File: config.mk
export PLATFORM = sky130hd
export DESIGN_NAME = round_scorekeeper
export DESIGN_NICKNAME = d
export VERILOG_FILES = /design/src/rtl/round_scorekeeper_pkg.sv /design/src/rtl/round_scorekeeper_cycle_timer.sv /design/src/rtl/round_scorekeeper.sv
export SDC_FILE = /design/constraint.sdc
export NUM_CORES = 1
export LEC_CHECK = 0
export BUFFER_PORTS_ARGS = -buffer_cell sky130_fd_sc_hd__buf_2
export CAP_MARGIN = 10
export CORE_AREA = 2 2 87 89
export DETAILED_ROUTE_END_ITERATION = 10
export DIE_AREA = 0 0 89 91
export PLACE_DENSITY_LB_ADDON = 0.08
export SLEW_MARGIN = 10
export SYNTH_ARGS = -nofsm -noshare
export SYNTH_HDL_FRONTEND = slang
export SYNTH_SLANG_ARGS = --single-unit
File: constraint.sdc
create_clock -name clk -period 3 [get_ports clk]
set_input_delay 0.6 -clock clk [delete_from_list [all_inputs] [get_ports clk]]
set_output_delay 0.6 -clock clk [all_outputs]
set_load 0.02 [all_outputs]
File: src/rtl/round_scorekeeper_pkg.sv
// Shared game definitions: scorekeeper state encoding and default timing
// that the arbiter top also uses.
package round_scorekeeper_pkg;

    typedef enum logic [2:0] {
        ST_IDLE  = 3'd0,
        ST_ARMED = 3'd1,
        ST_HOLD  = 3'd2,
        ST_CLEAR = 3'd3,
        ST_DONE  = 3'd4
    } state_t;

    localparam int DEF_SCORE_W     = 4;
    localparam int DEF_WIN_SCORE   = 5;
    localparam int DEF_HOLD_CYCLES = 25000000;
    localparam int DEF_CLR_CYCLES  = 2;

    function automatic int max_int(input int a, input int b);
        return (a > b) ? a : b;
    endfunction

endpackage

File: src/rtl/round_scorekeeper_cycle_timer.sv
// Loadable down-counter; done is high while the count sits at zero.
// Loading N-1 therefore gives a phase of exactly N cycles.
module round_scorekeeper_cycle_timer #(
    parameter int W = 4
) (
    input  logic         clk,
    input  logic         rst_n,
    input  logic         load,
    input  logic [W-1:0] load_val,
    output logic         done
);

    logic [W-1:0] count;

    always_ff @(posedge clk or negedge rst_n) begin
        if (!rst_n) begin
            count <= '0;
        end else if (load) begin
            count <= load_val;
        end else if (count != '0) begin
            count <= count - W'(1);
        end
    end

    assign done = (count == '0);

endmodule

File: src/rtl/round_scorekeeper.sv
// Consumer of the reaction arbiter's result: arms it, scores each round,
// shows the result on lamps for a while, then clears for the next round.
//
// state | meaning
// IDLE  | after reset, arbiter disarmed, waiting for new_match
// ARMED | arbiter armed, waiting for winrnd
// HOLD  | result displayed on lamps, arbiter holds its result
// CLEAR | clr pulse to the arbiter before re-arming
// DONE  | match won, scores frozen until new_match
module round_scorekeeper
    import round_scorekeeper_pkg::*;
#(
    parameter int SCORE_W     = DEF_SCORE_W,
    parameter int WIN_SCORE   = DEF_WIN_SCORE,
    parameter int HOLD_CYCLES = DEF_HOLD_CYCLES,
    parameter int CLR_CYCLES  = DEF_CLR_CYCLES
) (
    input  logic               clk,
    input  logic               rst_n,
    input  logic               new_match,
    input  logic               winrnd,
    input  logic               right,
    input  logic               tie,
    output logic               clr,
    output logic               lamp_l,
    output logic               lamp_r,
    output logic               lamp_tie,
    output logic [SCORE_W-1:0] score_l,
    output logic [SCORE_W-1:0] score_r,
    output logic [SCORE_W-1:0] ties,
    output logic               match_done,
    output logic               winner_r
);

    localparam int TW = $clog2(max_int(HOLD_CYCLES, CLR_CYCLES) + 1);
    localparam logic [TW-1:0]      HOLD_LD = TW'(HOLD_CYCLES - 1);
    localparam logic [TW-1:0]      CLR_LD  = TW'(CLR_CYCLES - 1);
    localparam logic [SCORE_W-1:0] WIN_VAL = SCORE_W'(WIN_SCORE);

    state_t          state;
    logic            t_load;
    logic [TW-1:0]   t_val;
    logic            t_done;
    logic            win_reached;

    assign win_reached = (score_l == WIN_VAL) || (score_r == WIN_VAL);

    // The timer is reloaded on the same edge the FSM enters HOLD or CLEAR.
    always_comb begin
        t_load = 1'b0;
        t_val  = '0;
        if (new_match) begin
            t_load = 1'b1;
            t_val  = CLR_LD;
        end else if (state == ST_ARMED && winrnd) begin
            t_load = 1'b1;
            t_val  = HOLD_LD;
        end else if (state == ST_HOLD && t_done && !win_reached) begin
            t_load = 1'b1;
            t_val  = CLR_LD;
        end
    end

    round_scorekeeper_cycle_timer #(.W(TW)) u_timer (
        .clk      (clk),
        .rst_n    (rst_n),
        .load     (t_load),
        .load_val (t_val),
        .done     (t_done)
    );

    always_ff @(posedge clk or negedge rst_n) begin
        if (!rst_n) begin
            state      <= ST_IDLE;
            clr        <= 1'b1;
            lamp_l     <= 1'b0;
            lamp_r     <= 1'b0;
            lamp_tie   <= 1'b0;
            score_l    <= '0;
            score_r    <= '0;
            ties       <= '0;
            match_done <= 1'b0;
            winner_r   <= 1'b0;
        end else if (new_match) begin
            state      <= ST_CLEAR;
            clr        <= 1'b1;
            lamp_l     <= 1'b0;
            lamp_r     <= 1'b0;
            lamp_tie   <= 1'b0;
            score_l    <= '0;
            score_r    <= '0;
            ties       <= '0;
            match_done <= 1'b0;
            winner_r   <= 1'b0;
        end else begin
            case (state)
                ST_IDLE: begin
                    clr <= 1'b1;
                end
                ST_ARMED: begin
                    if (winrnd) begin
                        state <= ST_HOLD;
                        if (tie) begin
                            lamp_tie <= 1'b1;
                            if (ties != '1) ties <= ties + SCORE_W'(1);
                        end else if (right) begin
                            lamp_r  <= 1'b1;
                            score_r <= score_r + SCORE_W'(1);
                        end else begin
                            lamp_l  <= 1'b1;
                            score_l <= score_l + SCORE_W'(1);
                        end
                    end
                end
                ST_HOLD: begin
                    if (t_done) begin
                        lamp_l   <= 1'b0;
                        lamp_r   <= 1'b0;
                        lamp_tie <= 1'b0;
                        clr      <= 1'b1;
                        if (win_reached) begin
                            state      <= ST_DONE;
                            match_done <= 1'b1;
                            winner_r   <= (score_r == WIN_VAL);
                        end else begin
                            state <= ST_CLEAR;
                        end
                    end
                end
                ST_CLEAR: begin
                    if (t_done) begin
                        state <= ST_ARMED;
                        clr   <= 1'b0;
                    end
                end
                ST_DONE: begin
                    clr <= 1'b1;
                end
                default: begin
                    state <= ST_IDLE;
                    clr   <= 1'b1;
                end
            endcase
        end
    end

endmodule

; After elaboration in Yosys (flattened, before gate mapping)
; Cells that the tools add are included.
[op_classes]
eq_ne = 18
addsub = 4
muxes = 55
n_reduce_logical = 28
[ops]
columns = op, n
row1 = $mux W25, 4
row2 = $mux W4, 15
row3 = $mux W1, 26
row4 = $logic_not A25 Y1, 1
row5 = $reduce_bool A25 Y1, 1
row6 = $sub A25 B1 Y25 const B, 1
row7 = $ne A3 B3 Y1 const B, 7
row8 = $reduce_and A4 Y1, 5
row9 = $reduce_bool A2 Y1, 9
row10 = $mux W3, 5
row11 = $add A4 B1 Y4 const B, 3
row12 = $pmux W3 S4, 1
row13 = $reduce_and A5 Y1, 2
row14 = $eq A4 B3 Y1 const B, 2
row15 = $eq A3 B2 Y1 const B, 2
row16 = $ne A2 B2 Y1 const B, 3
row17 = $pmux W1 S2, 3
row18 = $reduce_and A3 Y1, 2
row19 = $ne A4 B4 Y1 const B, 1
row20 = $eq A3 B1 Y1 const B, 1
row21 = $eq A3 B3 Y1 const B, 1
row22 = $logic_and A1 B1 Y1, 3
row23 = $logic_not A3 Y1, 1
row24 = $pmux W1 S3, 1
row25 = 5 further kinds, 5
[word_totals]
inputBits = 6
reg_bits = 46

; Logic depth before layout (Yosys ltp)
[logic_depth]
ltp_word = 8
ltp_mapped = 10

; Cells and area by module
; From an unflattened synthesis, not the netlist that was laid out.
[hier_totals]
hier_cells = 279
hier_area_um2 = 2717.6
[modules_own_cells]
columns = module, cells_each, area_per_inst_um2, n_inst, seq_area_each_um2
row1 = round_scorekeeper_cycle_timer, 150, 1417.6, 1, 625.6
row2 = round_scorekeeper, 129, 1300.0, 1, 526.8

; Worst setup path before layout
; No wires, ideal clock.
[synth_timing]
path_kind = register to register
from = register u_timer.count[14]
to = register u_timer.count[15]
path_buffers = 1
path_slack_ns = 0.866
arrival_ns = 2.040
synth_period_minus_slack_ns = 2.134
required_ns = 2.906
setup_ns = 0.094
path_stages_with_launch = 7
cell_sequence = dfrtp_1 -> or4_4 -> nor3b_4 -> and3_1 -> buf_2 -> mux2_2 -> a211oi_1
[synth_between]
elab_chain_len = 7
word_cells_on_any_way = 11
[synth_rtl]
columns = element, line
row1 = from (decl), round_scorekeeper_cycle_timer.sv:13  ; logic [W-1:0] count;
row2 = from (signal assigned), round_scorekeeper_cycle_timer.sv:19  ; count <= load_val;
row3 = from (signal assigned), round_scorekeeper_cycle_timer.sv:21  ; count <= count - W'(1);
row4 = "parallel branches: the longest is 7 deep, another holds $sub A25 B1 Y25", -
; Parallel ways; which one is timed is not known. The select of a mux whose other input is x is not followed.
; A chain may end at the register's enable or synchronous reset.

; Worst setup path in the final report
[layout_timing]
from = register u_timer.count[14]
to = register u_timer.count[17]
; The elaborated chain is that of the path after synthesis.

==> metrics.cfg <==
[outcome]
outcome=finished, final reports clean

[worst_setup_path]
crit_start=u_timer.count[14]
r2r_cells=5
start_kind=register
worstPathCellList=or4_4 -> nor3b_4 -> and3_1 -> mux2_2 -> a211oi_1
r2r_slack_ns=0.62
critical_path_required_ns=3.21
slowest_stage=or4_4
critical_path_class=reg -> reg
cp_max_fo=9
max_stage_delay_ns=0.58
r2r-end=u_timer.count[17]
r2r_start=u_timer.count[14]
arrival_ns=2.59
crit_path_end_kind=register

[power_and_ir_drop]
ir_worst_vdd_mv=0.2472
power_mw=2.205
p_leak_nw=1.224
power.density_nw_per_um2=799.2

[sta]
setup_viol=0
skew_ns=0.007601
final.period_utilization=0.7920
max_freq_ghz=0.4209
drv_slew=0
totalNegativeSetupSlack_ns=0
period_minus_slack_ns=2.376
finalHoldViolCount=0
rsz0062_at_grt=no
worst_pin_slew_ns=0.6825
whs_ns=0.3849
fin_ws_ns=0.6239
relSlewSlack=0.5450

[clocking]
clock-sinks=46
cts_root_buf=clkbuf_8
numCtsBuffers=5
clock_path_buffers=2
cts_tree=yes
hold_buffers=0
cts_setup_buffers=0
insertion_delay_ns=0.30
clkTransAtPathRegs_ns=0.09
htreeDepth=2
cts_resized=0

[floorplanning]
ios=24
die_h_um=91
initial_core_util=0.3380
rows=31
core-area_um2=7137
die_area_um2=8099
fp.dieW_um=89

[min_path]
worstHoldPathType=in -> async

[yosys]
ys_ff_latch=46
yosys.cell_types.count=43
synth-async-reset-ratio=1.000
synth.avg_cell_area_um2=9.314
syn_area_um2=2412
yosys_warnings=0
synth_edf_count=0
synth_flop_cell=dfrtp_1
ys_seq_area_frac=0.4777
netlist_instances=259
syn_nets=271

[placed_design]
dpl.cell_count=377
place_ws_ns=0.6324
portBuffers=23
dpl_cell_area_um2=2669
hpwl_mm=3.856
gp_congestion=0.7182

[final_layout]
layout-drive-gt1-share=0.1573
fill_cells=757
fin_nets=297
final_area_um2=2759
final_util=0.3866
syn_to_final_growth_pct=14.37
n_antenna_cell=0
stdcell_count=385

[routing]
routedWlPerCell_um=14.51
antenna_left=0
avgViaCountPerCell=5.023
vias=1934
drtPass1Iterations=3
drc=0
wirelength_mm=5.587
drt_iter0_markers=51

[grt]
globalRouteTotalUtil=0.1515
grt_overflow=0
grt_antenna_before_repair=0
grt_first_pass_wirelength_mm=9.563
grt_pass1_vias=1912
grt_max_degree=47

[run]
max_cap_viol_count=0

==> how the worst max path moves through the flow <==
stage,endpoint,slack (ns)
finish,u_timer.count[17],0.62
global route,u_timer.count[17],0.47
CTS,u_timer.count[17],0.62
detailed placement,u_timer.count[17],0.63
global placement,u_timer.count[17],0.67
floorplan,u_timer.count[15],0.87
==> synthesized netlist by cell type, types with 2 or more instances <==
cell type | n | area (µm²)
mux2_2 | 2 | 22.52
nor4_1 | 2 | 12.51
or4_1 | 3 | 22.52
ha_1 | 6 | 75.07
nand4_1 | 4 | 25.02
o21ai_0 | 17 | 85.08
nor3_1 | 12 | 60.06
buf_2 | 3 | 15.01
a211oi_1 | 4 | 30.03
inv_1 | 5 | 18.77
clkbuf_1 | 8 | 30.03
nand2b_1 | 7 | 43.79
nor2_1 | 35 | 131.4
nand3b_1 | 4 | 30.03
xnor2_1 | 5 | 43.79
nand2_1 | 16 | 60.06
dfrtp_1 | 45 | 1126
a21oi_1 | 23 | 115.1
nor3b_1 | 4 | 30.03
a31oi_1 | 5 | 31.28
nand3_1 | 8 | 40.04
or3_1 | 8 | 50.05
xor2_1 | 13 | 113.9
==> cell usage in the layout, fill, tap and decap left out, types with 2 or more instances in the layout <==
cell / synthesis / layout
nor3_1: 12 / 12
clkbuf_1: 8 / 2
clkbuf_8: 0 / 6
nor3b_1: 4 / 4
nor2_1: 35 / 35
nand3b_1: 4 / 4
nand3_1: 8 / 8
a31oi_1: 5 / 5
xor2_1: 13 / 13
a21oi_1: 23 / 23
dfrtp_1: 45 / 45
nand2b_1: 7 / 7
buf_2: 3 / 23
nand4_1: 4 / 4
buf_4: 0 / 8
or4_1: 3 / 3
or3_1: 8 / 8
ha_1: 6 / 6
a211oi_1: 4 / 4
xnor2_1: 5 / 5
mux2_2: 2 / 2
nand2_1: 16 / 16
o21ai_0: 17 / 17
inv_1: 5 / 5
nor4_1: 2 / 2
==> kinds of logic after synthesis <==
group	after synthesis	share of synthesized area
and+or+nand+nor	116	0.2614
AOI/OAI and AO/OA	53	0.1229
DFF	46	0.4777
xor gates and xnor gates	18	0.06535
buffers and inverters	17	0.02801
adders and majority gates	6	0.03112
muxes	3	0.01348
==> final cells by class <==
type                            instances  area (µm²)  area share
Clock buffer                            8       90.09     0.03265
Inverter                                5       18.77    0.006803
Multi-Input combinational cell        196        1199      0.4345
Sequential cell                        46        1152      0.4177
Tap cell                               99       123.9     0.04490
Timing Repair Buffer                   31       175.2     0.06349
==> sequential cells by signal, indices dropped and copies added (netlist names) <==
signal         cells
clr                1
score_r            4
lamp_r             1
winner_r           1
state              3
lamp_tie           1
u_timer.count     25
ties               4
score_l            4
lamp_l             1
match_done         1
==> per-layer routing <==
layer	wire, µm	GRT usage	vias up
li1	-	-	966
met1	2815	0.2070	939
met2	2549	0.2382	23
met3	157	0.03727	6
met4	65	0.04104	0
met5	0	0	-
==> power breakdown <==
| part | internal (mW) | switching (mW) | total [mW] |
|---|---|---|---|
| sequential | 0.755 | 0.138 | 0.893 |
| clock | 0.188 | 0.213 | 0.401 |
| combinational | 0.405 | 0.505 | 0.911 |
==> worst max-delay path, delay by kind of cell (launching register included) <==
| kind | cells | cell delay (ns) |
|---|---|---|
| AND/OR/NAND/NOR | 3 | 1.27 |
| multiplexers | 1 | 0.38 |
| flip-flops | 1 | 0.42 |
| AO/OA/AOI/OAI | 1 | 0.22 |
Power figures use the tool's default switching activity.
